<file path="src/rtl/scff_chain_loader.sv">
// Serial loader for an scff configuration chain: streams words LSB-first onto scan_d/scan_en.
// Optional CRC-8 check of the shifted stream is enabled by defining SCFF_LOADER_CRC_EN.
module scff_chain_loader #(
    parameter int unsigned WORD_W    = 8,
    parameter int unsigned CHAIN_LEN = 144
) (
    input  logic              clk,
    input  logic              R,
    input  logic              start,
    input  logic              abort,
    input  logic [WORD_W-1:0] in_data,
    input  logic              in_valid,
    output logic              in_ready,
    output logic              scan_d,
    output logic              scan_en,
    output logic              busy,
    output logic              done,
    output logic              err
);

    localparam int unsigned CNT_W = $clog2(CHAIN_LEN + 1);
    localparam int unsigned WB_W  = $clog2(WORD_W);

    typedef enum logic [2:0] {
        IDLE  = 3'd0,
        LOAD  = 3'd1,
        SHIFT = 3'd2,
        CHECK = 3'd3,
        FIN   = 3'd4
    } state_t;

    state_t            state_q, state_d;
    logic [CNT_W-1:0]  cnt_q, cnt_d;
    logic [WB_W-1:0]   wbit_q, wbit_d;
    logic [WORD_W-1:0] sreg_q, sreg_d;
    logic              done_d, err_d;
    logic              in_ready_d, scan_en_d, scan_d_d, busy_d;
    logic              last_chain_bit, last_word_bit;
`ifdef SCFF_LOADER_CRC_EN
    logic [7:0]        crc_q, crc_d;
`endif

    assign last_chain_bit = (cnt_q == CNT_W'(CHAIN_LEN - 1));
    assign last_word_bit  = (wbit_q == WB_W'(WORD_W - 1));

    // Next-state, datapath and next-output decode; outputs are registered from the next state.
    always_comb begin
        state_d = state_q;
        cnt_d   = cnt_q;
        wbit_d  = wbit_q;
        sreg_d  = sreg_q;
        done_d  = done;
        err_d   = err;
`ifdef SCFF_LOADER_CRC_EN
        crc_d   = crc_q;
`endif

        case (state_q)
            IDLE: begin
                if (start) begin
                    cnt_d   = '0;
                    done_d  = 1'b0;
                    err_d   = 1'b0;
`ifdef SCFF_LOADER_CRC_EN
                    crc_d   = 8'h00;
`endif
                    state_d = LOAD;
                end
            end
            LOAD: begin
                if (in_valid) begin
                    sreg_d  = in_data;
                    wbit_d  = '0;
                    state_d = SHIFT;
                end
            end
            SHIFT: begin
                sreg_d = sreg_q >> 1;
                cnt_d  = cnt_q + CNT_W'(1);
                wbit_d = wbit_q + WB_W'(1);
`ifdef SCFF_LOADER_CRC_EN
                // MSB-first serial CRC-8, polynomial x^8+x^2+x+1
                if (crc_q[7] ^ sreg_q[0]) begin
                    crc_d = {crc_q[6:0], 1'b0} ^ 8'h07;
                end else begin
                    crc_d = {crc_q[6:0], 1'b0};
                end
`endif
                // chain end wins over word end; leftover bits of a truncated word are dropped
                if (last_chain_bit) begin
                    state_d = CHECK;
                end else if (last_word_bit) begin
                    state_d = LOAD;
                end
            end
            CHECK: begin
`ifdef SCFF_LOADER_CRC_EN
                if (in_valid) begin
                    err_d   = (in_data[7:0] != crc_q);
                    state_d = FIN;
                end
`else
                state_d = FIN;
`endif
            end
            FIN: begin
                state_d = IDLE;
            end
            default: begin
                state_d = IDLE;
            end
        endcase

        // done rises together with the FIN cycle and then holds
        if (state_d == FIN) begin
            done_d = 1'b1;
        end

        if (abort && (state_q != IDLE)) begin
            state_d = IDLE;
            done_d  = 1'b0;
            err_d   = 1'b1;
        end

`ifdef SCFF_LOADER_CRC_EN
        in_ready_d = (state_d == LOAD) || (state_d == CHECK);
`else
        in_ready_d = (state_d == LOAD);
`endif
        scan_en_d = (state_d == SHIFT);
        scan_d_d  = scan_en_d & sreg_d[0];
        busy_d    = (state_d != IDLE);
    end

    // State, datapath and output registers.
    always_ff @(posedge clk or negedge R) begin
        if (!R) begin
            state_q  <= IDLE;
            cnt_q    <= '0;
            wbit_q   <= '0;
            sreg_q   <= '0;
            in_ready <= 1'b0;
            scan_d   <= 1'b0;
            scan_en  <= 1'b0;
            busy     <= 1'b0;
            done     <= 1'b0;
            err      <= 1'b0;
`ifdef SCFF_LOADER_CRC_EN
            crc_q    <= 8'h00;
`endif
        end else begin
            state_q  <= state_d;
            cnt_q    <= cnt_d;
            wbit_q   <= wbit_d;
            sreg_q   <= sreg_d;
            in_ready <= in_ready_d;
            scan_d   <= scan_d_d;
            scan_en  <= scan_en_d;
            busy     <= busy_d;
            done     <= done_d;
            err      <= err_d;
`ifdef SCFF_LOADER_CRC_EN
            crc_q    <= crc_d;
`endif
        end
    end

endmodule

</file>
<file path="config.mk">
export PLATFORM = sky130hd
export DESIGN_NAME = scff_chain_loader
export DESIGN_NICKNAME = d
export VERILOG_FILES = /design/src/rtl/scff_chain_loader.sv
export SDC_FILE = /design/constraint.sdc
export NUM_CORES = 1
export LEC_CHECK = 0
export CORE_ASPECT_RATIO = 0.8
export CORE_MARGIN = 2
export CORE_UTILIZATION = 48
export CTS_CLUSTER_SIZE = 10
export DETAILED_ROUTE_END_ITERATION = 8
export PLACE_DENSITY = 0.71
export SLEW_MARGIN = 20
export SYNTH_ARGS = -nofsm -noshare
export SYNTH_HDL_FRONTEND = slang
export SYNTH_SLANG_ARGS = --single-unit
</file>
<file path="constraint.sdc">
create_clock -name clk -period 1.7 [get_ports clk]
set_input_delay 0.17 -clock clk [delete_from_list [all_inputs] [get_ports clk]]
set_output_delay 0.17 -clock clk [all_outputs]
set_load 0.01 [all_outputs]
</file>
==> flow_results.org, run 1 <==
** Critical path
- STA classifies the critical path startpoint as a flip-flop.
- Start of the worst register-to-register path :: wbit_q[1]$_DFFE_PN0P_
- Crit path max fanout :: 4
- STA classifies the critical path endpoint as a flip-flop.
- Measured in cells, the most critical reg-to-reg path has a length of 7.
- Destination of the worst register-to-register timing path :: scan_d$_DFF_PN0_
- Crit path required time :: between 1.5 and 2 ns
- Minimum setup slack among reg-to-reg paths :: -0.02 ns
- The worst setup path is of the flip-flop to flip-flop kind.
- For the worst setup path, the data arrival time is about 2.0 ns.

** Logic synthesis
- The synthesized netlist contains 36 unique library cells.
- The synthesized netlist devotes between 15 and 20% of its cell area to compound gates.
- After Yosys synthesis, and, or, nand and nor cells account for 21.6% of the synthesized area.
- Multiplexer cells account for under 10% of the synthesized area.
- After synthesis, flip-flops and latches occupy between 50% and 60% of the total area.
- The synthesized design spends more area on one cell type than any other, namely sky130_fd_sc_hd__dfrtp_1.
- Of the post-synthesis cell area, the dominant cell type holds about 53%.
- Of the total synthesized cell area, the portion taken by full adders, half adders and majority gates is between 2 and 3%.
- After synthesis, the largest family of logic cells by area is simple AND/OR/NAND/NOR gates.
- After synthesis the netlist holds a flip-flop and latch count of 28.
- Synthesized area :: 0.00133 sq mm
- Largest cells by area after synthesis :: sky130_fd_sc_hd__dfrtp_1 (53%), sky130_fd_sc_hd__nand2_1 (5.6%), sky130_fd_sc_hd__a22oi_1 (3.4%)
- The synthesized netlist devotes 0% of its cell area to XOR and XNOR gates.
- During synthesis, Yosys emitted a total of 0 warnings.
- After synthesis, the mean cell area works out to 10.5 sq um.
- The number of nets in the synthesized netlist is 143.
- Gate count of the mapped netlist :: around 130

** Floorplanning
- The die is between 50 and 60 um tall.
- Area of the core :: 0.00270 sq mm
- From left edge to right edge, the die measures approximately 63 um.
- Top-Level Pins :: 19
- The initial utilization of the core area, before any placement, comes to approximately half.
- The die covers between 0.003 and 0.004 sq mm.
- The floorplan has 17 rows.

** Timing
- Setup total negative slack :: -0.0238 ns
- The smallest clock period supported by the final layout is computed as 1.72 ns.
- Count of pins over their slew limit :: 0
- After layout, the worst path uses 101% of the clock period.
- Clock skew on the completed layout was measured at roughly 0.013 ns.
- Headroom to the max-slew limit came out at just over 70%.
- Count of endpoints failing hold in the final timing report :: 0
- Unrepaired setup endpoints after global routing :: yes
- Worst-margin pin slew :: about 0.42 ns
- In the post-route analysis, the smallest setup slack over all paths is -0.0238 ns.
- Setup violations remaining at the end of the flow were counted as 1.
- Derived from the worst setup path, the maximum achievable clock frequency is 0.580 GHz.

** Pwr
- Peak supply drop :: 0.698 mV
- Standby leakage power :: 0.803 nW
- For this design the ratio of total power to cell area is between 1000 and 1500 mW/mm^2.

** Outcome
- The run finished, with violations left.
- The final reports fail on negative setup slack.

** Layout
- Share of final-layout standard cells stronger than drive strength 1 :: 22.9%
- Measured on the finished design, the core utilization comes to approximately 63%.
- Area delta synth->final :: 28.0%
- 0 antenna diodes ended up in the layout.
- For this run, the number of standard cells in the final layout without fillers is 195.
- Nets :: 174
- Leaving out fill and tap cells, the most frequent cell in the layout is sky130_fd_sc_hd__dfrtp_1.
- The top cell types in the final layout, fill and taps aside, are sky130_fd_sc_hd__dfrtp_1 (28), sky130_fd_sc_hd__nand2_1 (20), sky130_fd_sc_hd__clkdlybuf4s50_1 (18).

** Clock tree
- Clock edge transition at the registers on the reported setup and hold paths :: about 0.15 ns
- Skew-Pair Late Insertion Delay :: 0.33 ns
- Counting along the longest clock path gives a buffer depth of 2.
- Cts bufs inserted :: 3
- Clock Tree Root :: sky130_fd_sc_hd__clkbuf_4
- In this run the number of H-tree levels came out at 1.
- TritonCTS built the clock tree.
- Clock sink count :: 28
- Hold buffers post-CTS :: 0

** GRT
- Wire length of the first global-routing pass :: between 4 and 5 mm
- Global routing used around 18% of the available tracks across all layers.
- The initial antenna violation count was 0.
- Global routing finished with a remaining overflow of 0.
- The number of global-route vias before repair came to between 1000 and 1500.
- Maximum number of pins on one net before global-route repair :: 29

** Route
- Via count :: 1051
- After detailed routing, the number of remaining DRC violations is 0.
- Before antenna repair, the detailed router went through 4 iterations.
- The detailed router finished its first iteration with slightly below 60 violations.
- In the routed layout, each cell is associated on average with a via count of about 5.4.
- Wirelength per Cell :: 13.7 um
- The detail route stage leaves a number of antenna-violating nets equal to 0.
- Routed Wire Length :: around 2.7 mm

** Placed design
- The congestion estimate from routability-driven global placement came to about 0.81.
- During placement, the flow inserted port buffers numbering 18.
- Number of placed instances, taps included :: 189
- Summed over all nets, the half-perimeter wirelength after detailed placement is 1.92 mm.

** Flow run
- Max-cap violations in this run came to 0.

** Min path
- The tightest min-delay check is of the primary input to async pin type.
worst max-delay path, cell delays in order, from the launching register on:
cell and delay (ns):
sky130_fd_sc_hd__dfrtp_1 0.43, sky130_fd_sc_hd__ha_2 0.21, sky130_fd_sc_hd__ha_4 0.16, sky130_fd_sc_hd__inv_4 0.05, sky130_fd_sc_hd__a221oi_2 0.05, sky130_fd_sc_hd__or4_4 0.52, sky130_fd_sc_hd__clkinv_4 0.08, sky130_fd_sc_hd__and3_4 0.17
synth_stat cells, drive strengths merged:
cell type	number
dfrtp	28
nand2	20
nor2	8
o21ai	8
a22oi	6
inv	6
a21oi	5
and3	5
a22o	4
buf	3
clkbuf	3
ha	3
nand3	3
a21o	2
a31oi	2
and2b	2
and4bb	2
mux2i	2
nor4	2
a211o	1
a221oi	1
and2	1
and4	1
clkinv	1
nand4	1
nor3	1
nor3b	1
nor4b	1
o211ai	1
o32ai	1
or3b	1
or4	1
final cells by class:
| cell class | instances | area (sq um) |
|---|---|---|
| Clock buffer | 4 | 36.3 |
| Timing Repair Buffer | 32 | 285 |
| Inverter | 7 | 33.8 |
| Sequential cell | 28 | 701 |
| Fill cell | 230 | 998 |
| Tap cell | 38 | 47.5 |
| Multi-Input combinational cell | 86 | 599 |
worst max-delay path by stage:
| stage | slack (ns) | start | end | cells after the start |
|---|---|---|---|---|
| after floorplan | 0.1 | state_q[2]$_DFF_PN0_ | scan_d$_DFF_PN0_ | 6 |
| after global placement | -0.003 | in_valid | scan_d$_DFF_PN0_ | 6 |
| after detailed placement | -0.06 | in_valid | scan_d$_DFF_PN0_ | 6 |
| after CTS | 0.02 | cnt_q[0]$_DFFE_PN0P_ | in_ready$_DFF_PN0_ | 6 |
| after global routing | -0.06 | wbit_q[1]$_DFFE_PN0P_ | scan_d$_DFF_PN0_ | 7 |
| final | -0.02 | wbit_q[1]$_DFFE_PN0P_ | scan_d$_DFF_PN0_ | 7 |
stage by stage:
step	setup slack (ns)	hold slack (ns)	total power (W)	instance area, sq um
global placement	-0.00297	0.463	0.00153	1610
floorplan	0.0968	-0.126	0.00130	1330
global route	-0.0622	0.218	0.00202	1700
finish	-0.0238	0.187	0.00188	1700
detailed placement	-0.0625	0.465	0.00155	1610
CTS	0.0180	0.200	0.00188	1650
registers in the layout, indices dropped and copies added (netlist names):
signal    count
busy          1
state_q       3
done          1
sreg_q        8
in_ready      1
cnt_q         8
err           1
scan_d        1
wbit_q        3
scan_en       1
report_power, final:
group          internal (W)  switching [W]  total [W]
Clock              0.000131       0.000192   0.000323
Sequential         0.000830       0.000107   0.000936
Combinational      0.000320       0.000305   0.000625
Total               0.00128       0.000603    0.00188
logic make-up after synthesis:
logic type      count (synthesis)
compound gates                 31
flops                          28
buf+inv                        13
mux                             2
fa+ha+maj                       3
simple gates                   50
timing repair:
item / 4_1_cts / 5_1_grt
buffers inserted: 1 / 1
endpoints found under the setup margin: 3 / 7
pin swaps: 1 / 3
resized for setup: 2 / 9
per-layer routing:
metal / global-route usage, % / routed length, um / up-vias / share of wire [%]
li1: - / - / 515 / -
met5: 0 / 0 / - / 0
met4: 3.33 / 14 / 0 / 0.53
met3: 4.63 / 126 / 2 / 4.7
met1: 22.1 / 1190 / 506 / 45
met2: 33.3 / 1340 / 28 / 50
Power figures use the tool's default switching activity.
==> run 2: changes to the inputs <==
--- a/config.mk
+++ b/config.mk
@@ -5,12 +5,12 @@
 export SDC_FILE = /design/constraint.sdc
 export NUM_CORES = 1
 export LEC_CHECK = 0
-export CORE_ASPECT_RATIO = 0.8
 export CORE_MARGIN = 2
-export CORE_UTILIZATION = 48
+export CORE_UTILIZATION = 50
 export CTS_CLUSTER_SIZE = 10
 export DETAILED_ROUTE_END_ITERATION = 8
-export PLACE_DENSITY = 0.71
+export DONT_BUFFER_PORTS = 1
+export PLACE_DENSITY = 0.65
 export SLEW_MARGIN = 20
 export SYNTH_ARGS = -nofsm -noshare
 export SYNTH_HDL_FRONTEND = slang
==> run 2 against run 1 <==
Compared with the run above: the flow now finishes without violations; global-route usage shrank 0.21 points; combinational power decreased by 17%; design area shrank 7.0%; register-to-register slack better by 0.04 ns; critical path type unchanged; critical endpoint unchanged.
==> flow_results.org, run 2 (synthesized netlist as in run 1, its figures left out) <==
** Route
- Starting DRT DRC Count :: 30 (was 58)
- Post-detailed-route via-to-cell ratio :: 5.69 (was 5.39)
- The routed via count came to 1008 (was 1051).
- The count of antenna-violating nets left after detailed routing came to 0 (unchanged).
- Remaining routing DRC violations :: 0 (unchanged)
- The detailed-routing iteration count for the pre-antenna-repair pass came to 4 (unchanged).
- Routed Wire Length :: 2.54 mm (was 2.66 mm)
- Wirelength per Cell :: 14.3 um (was 13.7 um)

** Critical path
- Critical path class :: flip-flop to flip-flop (unchanged)
- Start of the worst register-to-register path :: cnt_q[0]$_DFFE_PN0P_ (was wbit_q[1]$_DFFE_PN0P_)
- Worst Setup EP :: scan_d$_DFF_PN0_ (unchanged)
- Destination of the worst register-to-register timing path :: scan_d$_DFF_PN0_ (unchanged)
- Crit end category :: flip-flop (unchanged)
- The worst setup slack for register-to-register paths was 0.02 ns (was -0.02 ns).
- Data arrival time of the critical path :: 1.93 ns (was 1.99 ns)
- The maximum fanout encountered on the critical timing path came to 4 (unchanged).
- The required arrival time at the worst endpoint came to 1.95 ns (was 1.97 ns).
- The critical path startpoint category is a flip-flop (unchanged).
- Origin of the worst setup path :: cnt_q[0]$_DFFE_PN0P_ (was wbit_q[1]$_DFFE_PN0P_)
- Length in cells of the worst reg-to-reg path :: 6 (was 7)

** Placed design
- Count of port buffers added during placement :: 0 (was 18)
- Hpwl dp :: 1.76 mm (was 1.92 mm)
- The post-placement setup slack came to -0.00500 ns (was -0.0625 ns).
- RePlAce Congestion :: 0.808 (was 0.810)
- The number of placed instances with taps included is 160 (was 189).

** Timing
- Count of endpoints failing hold in the final timing report :: 0 (unchanged)
- Count of pins over their slew limit :: 0 (unchanged)
- Worst-margin pin slew :: 0.394 ns (was 0.417 ns)
- The final cycle utilization of the critical path is 98.8% (was 101%).
- Maximum clock frequency :: 0.595 GHz (was 0.580 GHz)
- The count of endpoints failing setup in the final report came to 0 (was 1).
- The worst slew margin relative to its limit came to 73.6% (was 72.1%).
- The final worst-path setup slack is 0.0200 ns (was -0.0238 ns).
- Worst clock skew on the final layout :: 0.0195 ns (was 0.0133 ns)
- Unrepaired setup endpoints after global routing :: yes (unchanged)
- Final critical path time including I/O delays and setup :: 1.68 ns (was 1.72 ns)

** Pwr
- Net switching power :: 0.000563 W (was 0.000603 W)
- The leakage power of the design came to 0.771 nW (was 0.803 nW).
- The cell-internal power came to 0.00117 W (was 0.00128 W).
- Peak supply drop :: 0.812 mV (was 0.698 mV)
- Power per cell area :: 1090 mW/mm^2 (was 1110 mW/mm^2)
- The relative contribution of combinational cells to total power came to 30.0% (was 33.2%).
- Clock network fraction of design power :: 14.7% (was 17.1%)
- The sequential fraction of design power came to 55.3% (was 49.7%).
- The share of total power consumed by net switching came to 32.6% (was 32.0%).

** Layout
- Top flop regs: cnt_q x8, sreg_q x8 (unchanged).
- Share of final-layout standard cells stronger than drive strength 1 :: 23.1% (was 22.9%)
- Nets :: 165 (was 174)
- Most frequent cells in the layout: sky130_fd_sc_hd__dfrtp_1 (27), sky130_fd_sc_hd__nand2_1 (20), sky130_fd_sc_hd__buf_4 (13) (was sky130_fd_sc_hd__dfrtp_1 (28), sky130_fd_sc_hd__nand2_1 (20), sky130_fd_sc_hd__clkdlybuf4s50_1 (18)).
- The final instance count without filler cells came to 177 (was 195).
- The count of inserted antenna diode cells came to 0 (unchanged).
- Area delta synth->final :: 19.1% (was 28.0%)
- Leading cell type in the layout, fill and taps excluded :: sky130_fd_sc_hd__dfrtp_1 (unchanged)

** Floorplanning
- The area of the core came to 0.00250 sq mm (was 0.00270 sq mm).
- The number of cell rows is 18 (was 17).
- Starting utilization of the core area :: 53.2% (was 49.2%)
- Die extent in y :: 55.6 um (was 51.1 um)
- The width of the die is 55.6 um (was 62.9 um).
- The number of primary I/O pins was 19 (unchanged).
- Die footprint :: 0.00309 sq mm (was 0.00321 sq mm)

** Min path
- Worst min path class :: primary input to flip-flop (was primary input to async pin)

** GRT
- The global-route wire length before repair is 4.53 mm (was 4.50 mm).
- Maximum number of pins on one net before global-route repair :: 29 (unchanged)
- Total overflow reported by the global router :: 0 (unchanged)
- Number of global-route vias before repair :: 1048 (was 1012)
- The total track usage was 18.0% (was 18.2%).
- Antenna violations before repair :: 0 (unchanged)

** Clock tree
- The number of sinks handled by clock tree synthesis is 28 (unchanged).
- Clock tree from TritonCTS :: done (unchanged)
- Worst-case clock buffer depth :: 2 (unchanged)
- The total number of H-tree levels came to 1 (unchanged).
- Cts bufs inserted :: 3 (unchanged)
- The insertion delay to the later sink of the worst-skew pair was 0.32 ns (was 0.33 ns).
- The clock root buffer is sky130_fd_sc_hd__clkbuf_4 (unchanged).
- The clock slew seen by the registers of the worst setup and hold paths came to 0.15 ns (about the same).

** Flow run
- The total of max-cap violations was 0 (unchanged).

** Outcome
- Run status: finished clean (was finished with violations).
run 2: critical path, stage by stage, from the launching register on:
cell,delay (ns)
sky130_fd_sc_hd__dfrtp_1,0.42
sky130_fd_sc_hd__ha_2,0.21
sky130_fd_sc_hd__and3_4,0.20
sky130_fd_sc_hd__a221oi_2,0.06
sky130_fd_sc_hd__or4_4,0.52
sky130_fd_sc_hd__clkinv_4,0.07
sky130_fd_sc_hd__and3_1,0.14
run 2: area by class of cell:
class / instances / area, sq um
Fill cell: 209 / 916
Sequential cell: 28 / 702
Multi-Input combinational cell: 86 / 583
Timing Repair Buffer: 23 / 208
Tap cell: 30 / 37.5
Inverter: 7 / 31.3
Clock buffer: 3 / 22.5
run 2: how the worst min path moves through the flow:
stage                     startpoint                   to  depth (start not counted)
after detailed placement           R   in_ready$_DFF_PN0_                          0
after CTS                 in_data[0]  sreg_q[0]$_DFF_PN0_                          2
final                     in_data[0]  sreg_q[0]$_DFF_PN0_                          2
after global placement             R    scan_en$_DFF_PN0_                          0
after global routing           abort       busy$_DFF_PN0_                          2
after floorplan                    R       busy$_DFF_PN0_                          0
run 2: what timing repair did:
item                                    4_1_cts  5_1_grt
pin swaps                                     4        2
hold endpoints to repair                     36        0
resized for setup                             8        1
setup buffers                                 4        0
hold buffers                                 10        0
endpoints found under the setup margin        2        5
run 2: power groups by stage:
stage                     combinational [W]  sequential (W)  clock [W]
after floorplan                    0.000363        0.000937          0
after global placement             0.000426        0.000964          0
after detailed placement           0.000439        0.000970          0
after CTS                          0.000509        0.000953   0.000269
after global routing               0.000590        0.000977   0.000297
final                              0.000519        0.000955   0.000255
run 2: layer usage:
layer / vias up / track usage, % / routed length [um]
li1: 496 / - / -
met1: 485 / 24.0 / 1170
met2: 22 / 29.1 / 1240
met3: 5 / 3.72 / 90
met4: 0 / 6.27 / 42
met5: - / 0 / 0
run 2: stage by stage:
stage	instance area, sq um	TNS (ns)	hold slack (ns)	total power, W	utilization (%)
5_1_grt	1580	-0.0459	0.0874	0.00186	63.4
3_3_place_gp	1390	0	-0.125	0.00139	55.8
2_1_floorplan	1330	0	-0.126	0.00130	-
4_1_cts	1580	-0.00430	0.0752	0.00173	63.1
3_5_place_dp	1390	-0.00500	-0.125	0.00141	55.8
6_report	1580	0	0.0908	0.00173	63.4
==> run 3: changes to the inputs <==
--- a/config.mk
+++ b/config.mk
@@ -10,8 +10,9 @@
 export CTS_CLUSTER_SIZE = 10
 export DETAILED_ROUTE_END_ITERATION = 8
 export DONT_BUFFER_PORTS = 1
-export PLACE_DENSITY = 0.65
+export PLACE_DENSITY_LB_ADDON = 0.12
 export SLEW_MARGIN = 20
 export SYNTH_ARGS = -nofsm -noshare
 export SYNTH_HDL_FRONTEND = slang
 export SYNTH_SLANG_ARGS = --single-unit
+export TNS_END_PERCENT = 50
==> run 3 against run 2 <==
Compared with the run above: register-to-register slack about the same; sequential share of layout area down 0.51 points; fmax down 0.82%; global-route usage up 0.67 points; combinational power about the same; utilization up 0.85 points; critical path type unchanged; count of clock-buffer cells in the layout up 1; largest power group unchanged; sequential power about the same; worst setup slack worse by 0.014 ns; highest routed layer unchanged; first-iteration DRC count down 23%; via count down 0.99%.
==> flow_results.org, run 3 (synthesized netlist as in run 1, its figures left out) <==
** Route
- The number of DRC markers after the initial detailed-route iteration was 23 (was 30).
- Highest metal layer with signal wires :: met4 (unchanged)
- Number of detailed-routing iterations run before antenna repair :: 4 (unchanged)
- Post-detailed-route via-to-cell ratio :: 5.58 (was 5.69)
- Wirelength per Cell :: 14.4 um (was 14.3 um)
- Met2 layer wire length in the routed design :: 1.29 mm (was 1.24 mm)
- The wire length on met3 was 111 um (was 90 um).
- The residual DRC count was 0 (unchanged).
- Routed length on met1 :: 1.15 mm (was 1.17 mm)
- Number of nets with antenna violations after detailed routing :: 0 (unchanged)
- Via count :: 998 (was 1008)
- Routed Wire Length :: 2.57 mm (was 2.54 mm)

** Layout
- Share of final-layout standard cells stronger than drive strength 1 :: 26.8% (was 23.1%)
- The net count of the finished layout is 166 (was 165).
- The count of inserted antenna diode cells came to 0 (unchanged).
- Most frequent cells in the layout :: sky130_fd_sc_hd__dfrtp_1 (26), sky130_fd_sc_hd__nand2_1 (20), sky130_fd_sc_hd__buf_4 (14) (was sky130_fd_sc_hd__dfrtp_1 (27), sky130_fd_sc_hd__nand2_1 (20), sky130_fd_sc_hd__buf_4 (13))
- The fill cell total of the finished layout came to 199 (was 209).
- Leading cell type in the layout, fill and taps excluded :: sky130_fd_sc_hd__dfrtp_1 (unchanged)
- Area delta synth->final :: 20.7% (was 19.1%)
- Top flop regs: cnt_q x8, sreg_q x8 (unchanged).

** Timing
- The final number of hold-violating endpoints came to 0 (unchanged).
- Unrepaired setup endpoints after global routing: yes (unchanged).
- The final count of pins violating max slew is 0 (unchanged).
- Maximum clock frequency :: 0.590 GHz (was 0.595 GHz)
- The setup TNS after final layout was 0 ns (unchanged).
- The actual slew at the worst max-slew pin is 0.427 ns (was 0.394 ns).
- Final critical path time including I/O delays and setup :: 1.69 ns (was 1.68 ns)
- Post-route fraction of the period consumed by the critical path :: 99.6% (was 98.8%)
- The worst slew margin relative to its limit is 71.5% (was 73.6%).
- The largest clock skew in the final design is 0.00658 ns (was 0.0195 ns).
- The count of endpoints failing setup in the final report was 0 (unchanged).

** GRT
- The initial antenna violation count was 0 (unchanged).
- The largest net degree at the start of global routing is 29 (unchanged).
- Wire length of the first global-routing pass :: 4.67 mm (was 4.53 mm)
- The total track usage was 18.6% (was 18.0%).
- Total overflow reported by the global router :: 0 (unchanged)
- The number of global-route vias before repair was 1040 (was 1048).

** Critical path
- The start-to-end type of the worst setup path is flip-flop to flip-flop (unchanged).
- The critical path startpoint category is a flip-flop (unchanged).
- Worst stage delay on the critical path :: 0.55 ns (was 0.52 ns)
- Crit end category :: flip-flop (unchanged)
- The endpoint arrival time on the critical path came to 1.96 ns (was 1.93 ns).
- Slowest cell on the critical path :: sky130_fd_sc_hd__or4_4 (unchanged)
- Crit path max fanout :: 7 (was 4)
- Critical path, cell by cell: and4bb_2 -> a221oi_2 -> or4_4 -> inv_4 -> and3_1 (was ha_2 -> and3_4 -> a221oi_2 -> or4_4 -> clkinv_4 -> and3_1).
- The required arrival time at the worst endpoint was 1.97 ns (was 1.95 ns).
- The worst setup slack for register-to-register paths is 0.006 ns (was 0.02 ns).

** Clock tree
- The number of buffers inserted during clock tree synthesis was 3 (unchanged).
- The insertion delay to the later sink of the worst-skew pair came to 0.32 ns (about the same).
- The clock slew seen by the registers of the worst setup and hold paths is 0.14 ns (was 0.15 ns).
- The clock root buffer was sky130_fd_sc_hd__clkbuf_4 (unchanged).
- The total number of H-tree levels was 1 (unchanged).
- Clock tree from TritonCTS :: done (unchanged)
- Worst-case clock buffer depth :: 2 (unchanged)
- Clock sink count :: 28 (unchanged)

** Floorplanning
- Die extent in y :: 55.6 um (unchanged)
- Top-Level Pins :: 19 (unchanged)
- The overall die area was 0.00309 sq mm (unchanged).
- Cell Rows :: 18 (unchanged)
- The area of the core came to 0.00250 sq mm (unchanged).
- Starting utilization of the core area :: 53.2% (unchanged)
- Die width :: 55.6 um (unchanged)

** Min path
- The path type of the worst min-delay path is primary input to flip-flop (unchanged).

** Placed design
- Count of port buffers added during placement :: 0 (unchanged)
- RePlAce Congestion :: 0.790 (was 0.808)
- The estimated wirelength of the detail-placed design is 1.69 mm (was 1.76 mm).

** Outcome
- Run status :: finished clean (unchanged)

** Pwr
- Overall power of the completed layout :: 0.00179 W (was 0.00173 W)
- Standby leakage power :: 0.781 nW (was 0.771 nW)
- Peak supply drop :: 0.745 mV (was 0.812 mV)
- The power density normalized to cell area came to 1110 mW/mm^2 (was 1090 mW/mm^2).

** Flow run
- Max capacitance violation total :: 0 (unchanged)
[run 3: critical path, delay by kind of cell, from the launching register on]
kind | cells | cell delay [ns]
AND/OR/NAND/NOR | 3 | 1.05
flip-flops | 1 | 0.47
buffers and inverters | 1 | 0.08
AO/OA/AOI/OAI | 1 | 0.05
[run 3: path summary, 6_finish.rpt]
kind	start	to	cells past startpoint
hold / removal	in_data[0]	sreg_q[0]$_DFF_PN0_	2
max in group asynchronous	R	cnt_q[5]$_DFFE_PN0P_	2
setup reg to reg	state_q[1]$_DFF_PN0_	scan_d$_DFF_PN0_	5
hold reg to reg	sreg_q[0]$_DFF_PN0_	sreg_q[0]$_DFF_PN0_	1
min in group asynchronous	R	in_ready$_DFF_PN0_	2
setup / recovery	state_q[1]$_DFF_PN0_	scan_d$_DFF_PN0_	5
[run 3: per-layer routing]
metal / up-vias / track usage (%)
met5: - / 0
met4: 0 / 4.88
met3: 2 / 2.79
met2: 22 / 31.0
met1: 479 / 25.5
li1: 495 / -
[run 3: timing repair]
item / CTS / global route
gates resized for setup: 1 / 11
pin swaps: 0 / 2
buffers inserted: 3 / 2
cloned: 0 / 0
setup endpoints to repair: 2 / 6
endpoints found under the hold margin: 36 / 0
hold buffers: 10 / 0
[run 3: report_power, final]
group | switching (W) | internal (W)
Combinational | 0.000267 | 0.000251
Sequential | 0.000123 | 0.000832
Clock | 0.000182 | 0.000131
[run 3: per-stage QoR]
step / setup WS [ns] / area (sq um) / std cells / util [%] / hold slack (ns)
floorplan: 0.0968 / 1330 / 127 / - / -0.126
global placement: 0.0280 / 1390 / 160 / 55.8 / -0.125
detailed placement: -0.00944 / 1390 / 160 / 55.8 / -0.125
CTS: -0.00744 / 1570 / 177 / 62.6 / 0.0412
global route: -0.0871 / 1610 / 179 / 64.2 / 0.0589
finish: 0.00623 / 1610 / 179 / 64.2 / 0.0611
[run 3: cell type report]
class | instances | area, sq um | area share, %
Clock buffer | 4 | 36.3 | 2.26
Inverter | 7 | 28.8 | 1.79
Multi-Input combinational cell | 86 | 584 | 36.4
Sequential cell | 28 | 703 | 43.8
Tap cell | 30 | 37.5 | 2.34
Timing Repair Buffer | 24 | 215 | 13.4
